`src/rtl/vc_egress_sched.sv`:
```
// Two-VC egress scheduler: per-VC skid buffers, pause/continue stop flags and a
// weighted round-robin merge into one tagged word per cycle, output registered.
module vc_egress_sched #(
  parameter int unsigned DEPTH   = 4,
  parameter int unsigned WEIGHT0 = 2,
  parameter int unsigned WEIGHT1 = 1
) (
  input  logic       clk,
  input  logic       reset_L,
  input  logic [4:0] vc0_data,
  input  logic       vc0_valid,
  output logic       vc0_ready,
  input  logic [4:0] vc1_data,
  input  logic       vc1_valid,
  output logic       vc1_ready,
  input  logic       pause_vc0,
  input  logic       continue_vc0,
  input  logic       pause_vc1,
  input  logic       continue_vc1,
  output logic [5:0] data_out,
  output logic       valid_out
);

  localparam int unsigned PW    = 5;
  localparam int unsigned OW    = PW + 1;
  localparam int unsigned PTR_W = (DEPTH > 1) ? $clog2(DEPTH) : 1;
  localparam int unsigned CNT_W = PTR_W + 1;
  localparam int unsigned RUN_W = 4;

  localparam logic [RUN_W-1:0] W0      = RUN_W'(WEIGHT0);
  localparam logic [RUN_W-1:0] W1      = RUN_W'(WEIGHT1);
  localparam logic [RUN_W-1:0] RUN_ONE = RUN_W'(1);
  localparam logic [CNT_W-1:0] CNT_MAX = CNT_W'(DEPTH);

  typedef enum logic [1:0] {ST_IDLE, ST_VC0, ST_VC1} state_e;

  logic [PW-1:0]    mem_q [2][DEPTH];
  logic [PW-1:0]    mem_d [2][DEPTH];
  logic [PTR_W-1:0] wr_ptr_q [2];
  logic [PTR_W-1:0] wr_ptr_d [2];
  logic [PTR_W-1:0] rd_ptr_q [2];
  logic [PTR_W-1:0] rd_ptr_d [2];
  logic [CNT_W-1:0] cnt_q [2];
  logic [CNT_W-1:0] cnt_d [2];
  logic [1:0]       stop_q, stop_d;
  logic [1:0]       ready_q, ready_d;
  state_e           state_q, state_d;
  logic [RUN_W-1:0] run_q, run_d;
  logic             gnt_vld_q, gnt_vld_d;
  logic [OW-1:0]    gnt_word_q, gnt_word_d;
  logic             valid_q, valid_d;
  logic [OW-1:0]    data_q, data_d;

  logic [1:0]    in_valid, in_pause, in_cont, elig, push, pop;
  logic [PW-1:0] in_data [2];
  logic          gnt, gnt_vc;

  assign in_valid   = {vc1_valid, vc0_valid};
  assign in_pause   = {pause_vc1, pause_vc0};
  assign in_cont    = {continue_vc1, continue_vc0};
  assign in_data[0] = vc0_data;
  assign in_data[1] = vc1_data;

  assign vc0_ready = ready_q[0];
  assign vc1_ready = ready_q[1];
  assign data_out  = data_q;
  assign valid_out = valid_q;

  // Weighted round-robin arbitration from registered eligibility
  always_comb begin
    gnt     = 1'b0;
    gnt_vc  = 1'b0;
    run_d   = '0;
    state_d = ST_IDLE;
    for (int v = 0; v < 2; v++) begin
      elig[v] = (cnt_q[v] != '0) && !stop_q[v];
    end
    case (state_q)
      ST_VC0: begin
        if (elig[0] && (run_q < W0)) begin
          gnt = 1'b1; gnt_vc = 1'b0; run_d = run_q + RUN_ONE;
        end else if (elig[1] && ((run_q == W0) || !elig[0])) begin
          gnt = 1'b1; gnt_vc = 1'b1; run_d = RUN_ONE;
        end else if (elig[0]) begin
          gnt = 1'b1; gnt_vc = 1'b0; run_d = W0;
        end
      end
      ST_VC1: begin
        if (elig[1] && (run_q < W1)) begin
          gnt = 1'b1; gnt_vc = 1'b1; run_d = run_q + RUN_ONE;
        end else if (elig[0] && ((run_q == W1) || !elig[1])) begin
          gnt = 1'b1; gnt_vc = 1'b0; run_d = RUN_ONE;
        end else if (elig[1]) begin
          gnt = 1'b1; gnt_vc = 1'b1; run_d = W1;
        end
      end
      default: begin
        if (elig[0]) begin
          gnt = 1'b1; gnt_vc = 1'b0; run_d = RUN_ONE;
        end else if (elig[1]) begin
          gnt = 1'b1; gnt_vc = 1'b1; run_d = RUN_ONE;
        end
      end
    endcase
    if (gnt) begin
      state_d = gnt_vc ? ST_VC1 : ST_VC0;
    end
  end

  // Buffers, flow-control flags and the two-stage output pipeline
  always_comb begin
    mem_d = mem_q;
    for (int v = 0; v < 2; v++) begin
      push[v]     = in_valid[v] && ready_q[v];
      pop[v]      = gnt && (gnt_vc == 1'(v));
      wr_ptr_d[v] = wr_ptr_q[v] + PTR_W'(push[v]);
      rd_ptr_d[v] = rd_ptr_q[v] + PTR_W'(pop[v]);
      cnt_d[v]    = cnt_q[v] + CNT_W'(push[v]) - CNT_W'(pop[v]);
      ready_d[v]  = cnt_d[v] < CNT_MAX;
      if (push[v]) begin
        mem_d[v][wr_ptr_q[v]] = in_data[v];
      end
      if (in_pause[v]) begin
        stop_d[v] = 1'b1;
      end else if (in_cont[v]) begin
        stop_d[v] = 1'b0;
      end else begin
        stop_d[v] = stop_q[v];
      end
    end
    gnt_vld_d  = gnt;
    gnt_word_d = gnt ? {gnt_vc, mem_q[gnt_vc][rd_ptr_q[gnt_vc]]} : '0;
    valid_d    = gnt_vld_q;
    data_d     = gnt_word_q;
  end

  always_ff @(posedge clk or negedge reset_L) begin
    if (!reset_L) begin
      for (int v = 0; v < 2; v++) begin
        for (int i = 0; i < int'(DEPTH); i++) begin
          mem_q[v][i] <= '0;
        end
        wr_ptr_q[v] <= '0;
        rd_ptr_q[v] <= '0;
        cnt_q[v]    <= '0;
      end
      stop_q     <= '0;
      ready_q    <= '1;
      state_q    <= ST_IDLE;
      run_q      <= '0;
      gnt_vld_q  <= 1'b0;
      gnt_word_q <= '0;
      valid_q    <= 1'b0;
      data_q     <= '0;
    end else begin
      mem_q      <= mem_d;
      wr_ptr_q   <= wr_ptr_d;
      rd_ptr_q   <= rd_ptr_d;
      cnt_q      <= cnt_d;
      stop_q     <= stop_d;
      ready_q    <= ready_d;
      state_q    <= state_d;
      run_q      <= run_d;
      gnt_vld_q  <= gnt_vld_d;
      gnt_word_q <= gnt_word_d;
      valid_q    <= valid_d;
      data_q     <= data_d;
    end
  end

endmodule

```
`config.mk`:
```
export PLATFORM = sky130hd
export DESIGN_NAME = vc_egress_sched
export DESIGN_NICKNAME = d
export VERILOG_FILES = /design/src/rtl/vc_egress_sched.sv
export SDC_FILE = /design/constraint.sdc
export NUM_CORES = 1
export LEC_CHECK = 0
export ABC_AREA = 1
export CAP_MARGIN = 20
export CORE_UTILIZATION = 30
export DETAILED_ROUTE_END_ITERATION = 6
export REMOVE_ABC_BUFFERS = 1
export SLEW_MARGIN = 20
export SYNTH_ARGS = -nofsm -noshare
export SYNTH_HDL_FRONTEND = slang
export SYNTH_SLANG_ARGS = --single-unit
```
`constraint.sdc`:
```
create_clock -name clk -period 2.8 [get_ports clk]
set_clock_uncertainty 0.1 [all_clocks]
set_input_delay 0.42 -clock clk [delete_from_list [all_inputs] [get_ports clk]]
set_output_delay 0.42 -clock clk [all_outputs]
set_load 0.01 [all_outputs]
```
==> results.yml <==
route:
  wl_per_cell_um: 12.6
  vias: 2740
  totalWireLength_mm: 7.63
  route.detailed.drc: 2
  dr.pass1.iters: 6
  postRouteAntennaNets: 0
  drt_iter0_drc: 141
  viasPerCell: 4.52
synthesis:
  synth_top_area_share: 0.523
  yosys_warnings: 0
  yosysMostFrequentCell: "nand2_1"
  synthCells: 420
  synth_top_area_cell: "dfrtp_1"
  synthTopCellsByCount: "131 x nand2_1, 75 x dfrtp_1, 64 x inv_1, 44 x o21ai_0"
  ys_seq_elements: 77
  synth.avg_cell_area_um2: 8.55
  synth-main-ff-cell: "dfrtp_1"
  postSynth.asyncResetShare: 1.00
  ys_seq_area_frac: 0.537
  syn_area_um2: 3590
  synthTopCellsByArea: "dfrtp_1 52%, nand2_1 14%, inv_1 6.7%, o21ai_0 6.1%, ha_1 4.9%"
  synth_edf_count: 0
  ys_types: 27
global_routing:
  grt_max_degree: 78
  grt_pass1_vias: 2852
  gr-usage-met2: 0.222
  met3_usage: 0.0419
  top_usage_layer: "met2"
  antenna_found_initial: 0
  grt_use_met1: 0.168
  grt_util_all_layers: 0.136
  overflow: 0
  grt_pass1_wl_mm: 13.1
timing:
  holdWs_ns: 0.128
  setup_viol: 0
  fin_crit_sh: 0.954
  min_period_ns: 2.67
  slew_headroom: 0.354
  worst_pin_slew_ns: 0.969
  fmax_mhz: 374
  drv_slew: 0
  hold_violations: 0
run_status:
  failed_checks: "design-rule violations"
  outcome: "complete, but fails checks"
floorplan:
  num_rows: 39
  fp.dieW_um: 111
  die_area_um2: 12400
  fp.dieH_um: 111
  core_region_area_um2: 11600
  initial_core_util: 0.311
  ios: 27
clocking:
  cts_buffers: 9
  h-tree-depth: 3
  cts_root_buf: "clkbuf_16"
  clk-insertion-delay-late_ns: 0.34
  clk_pin_slew_worst_paths_ns: 0.06
  clockBufferDepth: 2
  clkSinkCount: 77
  cts_hold_buf: 0
  tritoncts: "done"
flow_run:
  max-cap-violations: 0
critical_path:
  crit_arrival_ns: 2.80
  cp.required_ns: 2.93
  r2r_end: "cnt_q[2]$_DFF_PN0_"
  worst-setup-path-type: "flip-flop to flip-flop"
  worstSetupStartpoint: "run_q[0]$_DFF_PN0_"
  critPathCaptureType: "flip-flop"
  r2r_setup_slack_ns: 0.13
  cp_max_fo: 8
  reg2reg_from: "run_q[0]$_DFF_PN0_"
  worst-r2r-cell-count: 17
  start_kind: "flip-flop"
  endpoint: "cnt_q[2]$_DFF_PN0_"
power_and_ir_drop:
  leakagePower_uw: 0.00221
  vdd_drop_max_mv: 0.572
  power_density_nw_per_um2: 1300
min_path:
  holdCritPathClass: "primary input to async pin"
final_layout:
  multi_input_area_um2: 1400
  utilization: 0.375
  layout-drive-gt1-share: 0.102
  nets: 492
  area_growth_syn_to_layout_pct: 20.8
  layout.cells.non_filler: 606
  fillers: 1164
  seq_area_um2: 1930
  n_antenna_cell: 0
placed_design:
  dp.cells: 589
  port_buffers: 26
  dpl.hpwl_mm: 5.36
  gp_congestion: 0.843
[layout make-up]
cell class              instances  area share
clock buffers                  10      0.0528
clock inverters                 6     0.00923
inverters                      68      0.0588
multi-input cells             269       0.322
flip-flops and latches         77       0.445
well taps                     143      0.0412
repair buffers                 33      0.0715
[report_power, final]
group / switching, uW / internal (uW) / leakage [uW] / total, uW
sequential: 249 / 1630 / 0.000952 / 1880
clock: 461 / 596 / 0.000120 / 1060
combinational: 1690 / 1010 / 0.00114 / 2690
total: 2400 / 3230 / 0.00221 / 5630
[cells in the final DEF, fill, tap and decap left out, types with 2 or more instances in the layout]
cell type / n
inv_1: 64
dfrtp_1: 75
ha_1: 13
buf_4: 8
o21bai_1: 2
nand2_2: 6
nand2_1: 131
nor3_1: 2
o21ai_0: 44
inv_2: 3
nand4_1: 3
nand3b_1: 2
nor2_1: 16
nand3_1: 19
clkdlybuf4s50_1: 25
xor2_1: 6
o21ai_1: 4
a21oi_1: 4
clkinv_2: 2
clkbuf_16: 9
clkinvlp_4: 4
nor2_2: 8
dfstp_2: 2
xor2_2: 2
[worst min path at each step]
stage	start	slack [ns]	cells after the start	endpoint
finish	reset_L	0.13	1	run_q[3]$_DFF_PN0_
global route	reset_L	0.22	1	cnt_q[5]$_DFF_PN0_
CTS	reset_L	0.19	1	data_out[1]$_DFF_PN0_
detailed placement	data_d[0]$_DFF_PN0_	0.23	0	data_out[0]$_DFF_PN0_
global placement	gnt_vld_q$_DFF_PN0_	0.23	0	valid_out$_DFF_PN0_
floorplan	reset_L	0.02	0	cnt_q[0]$_DFF_PN0_
[routing by layer]
layer / vias to the layer above / routed length (um) / share of wire
li1: 1365 / - / -
met5: - / 0 / 0
met2: 55 / 3620 / 0.47
met4: 0 / 197 / 0.026
met3: 18 / 276 / 0.036
met1: 1302 / 3540 / 0.46
[sequential cells by signal, indices dropped and copies added, names as in the netlist]
| register | cells |
|---|---|
| cnt_q | 6 |
| data_d | 6 |
| data_out | 6 |
| gnt_vld_q | 1 |
| mem_q | 40 |
| rd_ptr_q | 4 |
| ready_q | 2 |
| run_q | 4 |
| state_q | 1 |
| stop_q | 2 |
| valid_out | 1 |
| wr_ptr_q | 4 |
[stage by stage]
step	total power (uW)	cell area, um^2	TNS [ns]	setup slack, ns
5_1_grt	6240	4340	-0.0296	-0.0296
2_1_floorplan	3640	3540	-0.429	-0.141
3_5_place_dp	4480	4030	0	0.0691
4_1_cts	5570	4290	0	0.0358
6_report	5630	4340	0	0.129
3_3_place_gp	4380	4030	0	0.155
[cell families after synthesis]
logic type / Yosys count / synth area share
compound gates: 57 / 0.0833
simple gates: 187 / 0.215
flops: 77 / 0.537
xor+xnor: 8 / 0.0195
other cells: 1 / 0.00104
fa+ha+maj: 16 / 0.0599
buf+inv: 74 / 0.0843
[worst max-delay path, cell delays in order, from the launching register on]
cell,delay (ns)
dfrtp_1,0.38
inv_1,0.08
ha_1,0.19
inv_1,0.06
nor2_2,0.04
nand4_1,0.08
nand2_1,0.08
nor2_2,0.10
nand2_2,0.07
nand2_2,0.07
inv_2,0.04
buf_4,0.17
ha_1,0.29
inv_1,0.04
ha_1,0.19
fa_2,0.36
xor2_2,0.17
inv_1,0.06
[timing repair]
action | CTS | global route
setup buffers | 0 | 1
setup endpoints to repair | 0 | 5
gates resized for setup | 0 | 7
hold endpoints to repair | 0 | 0
Power figures use the tool's default switching activity.
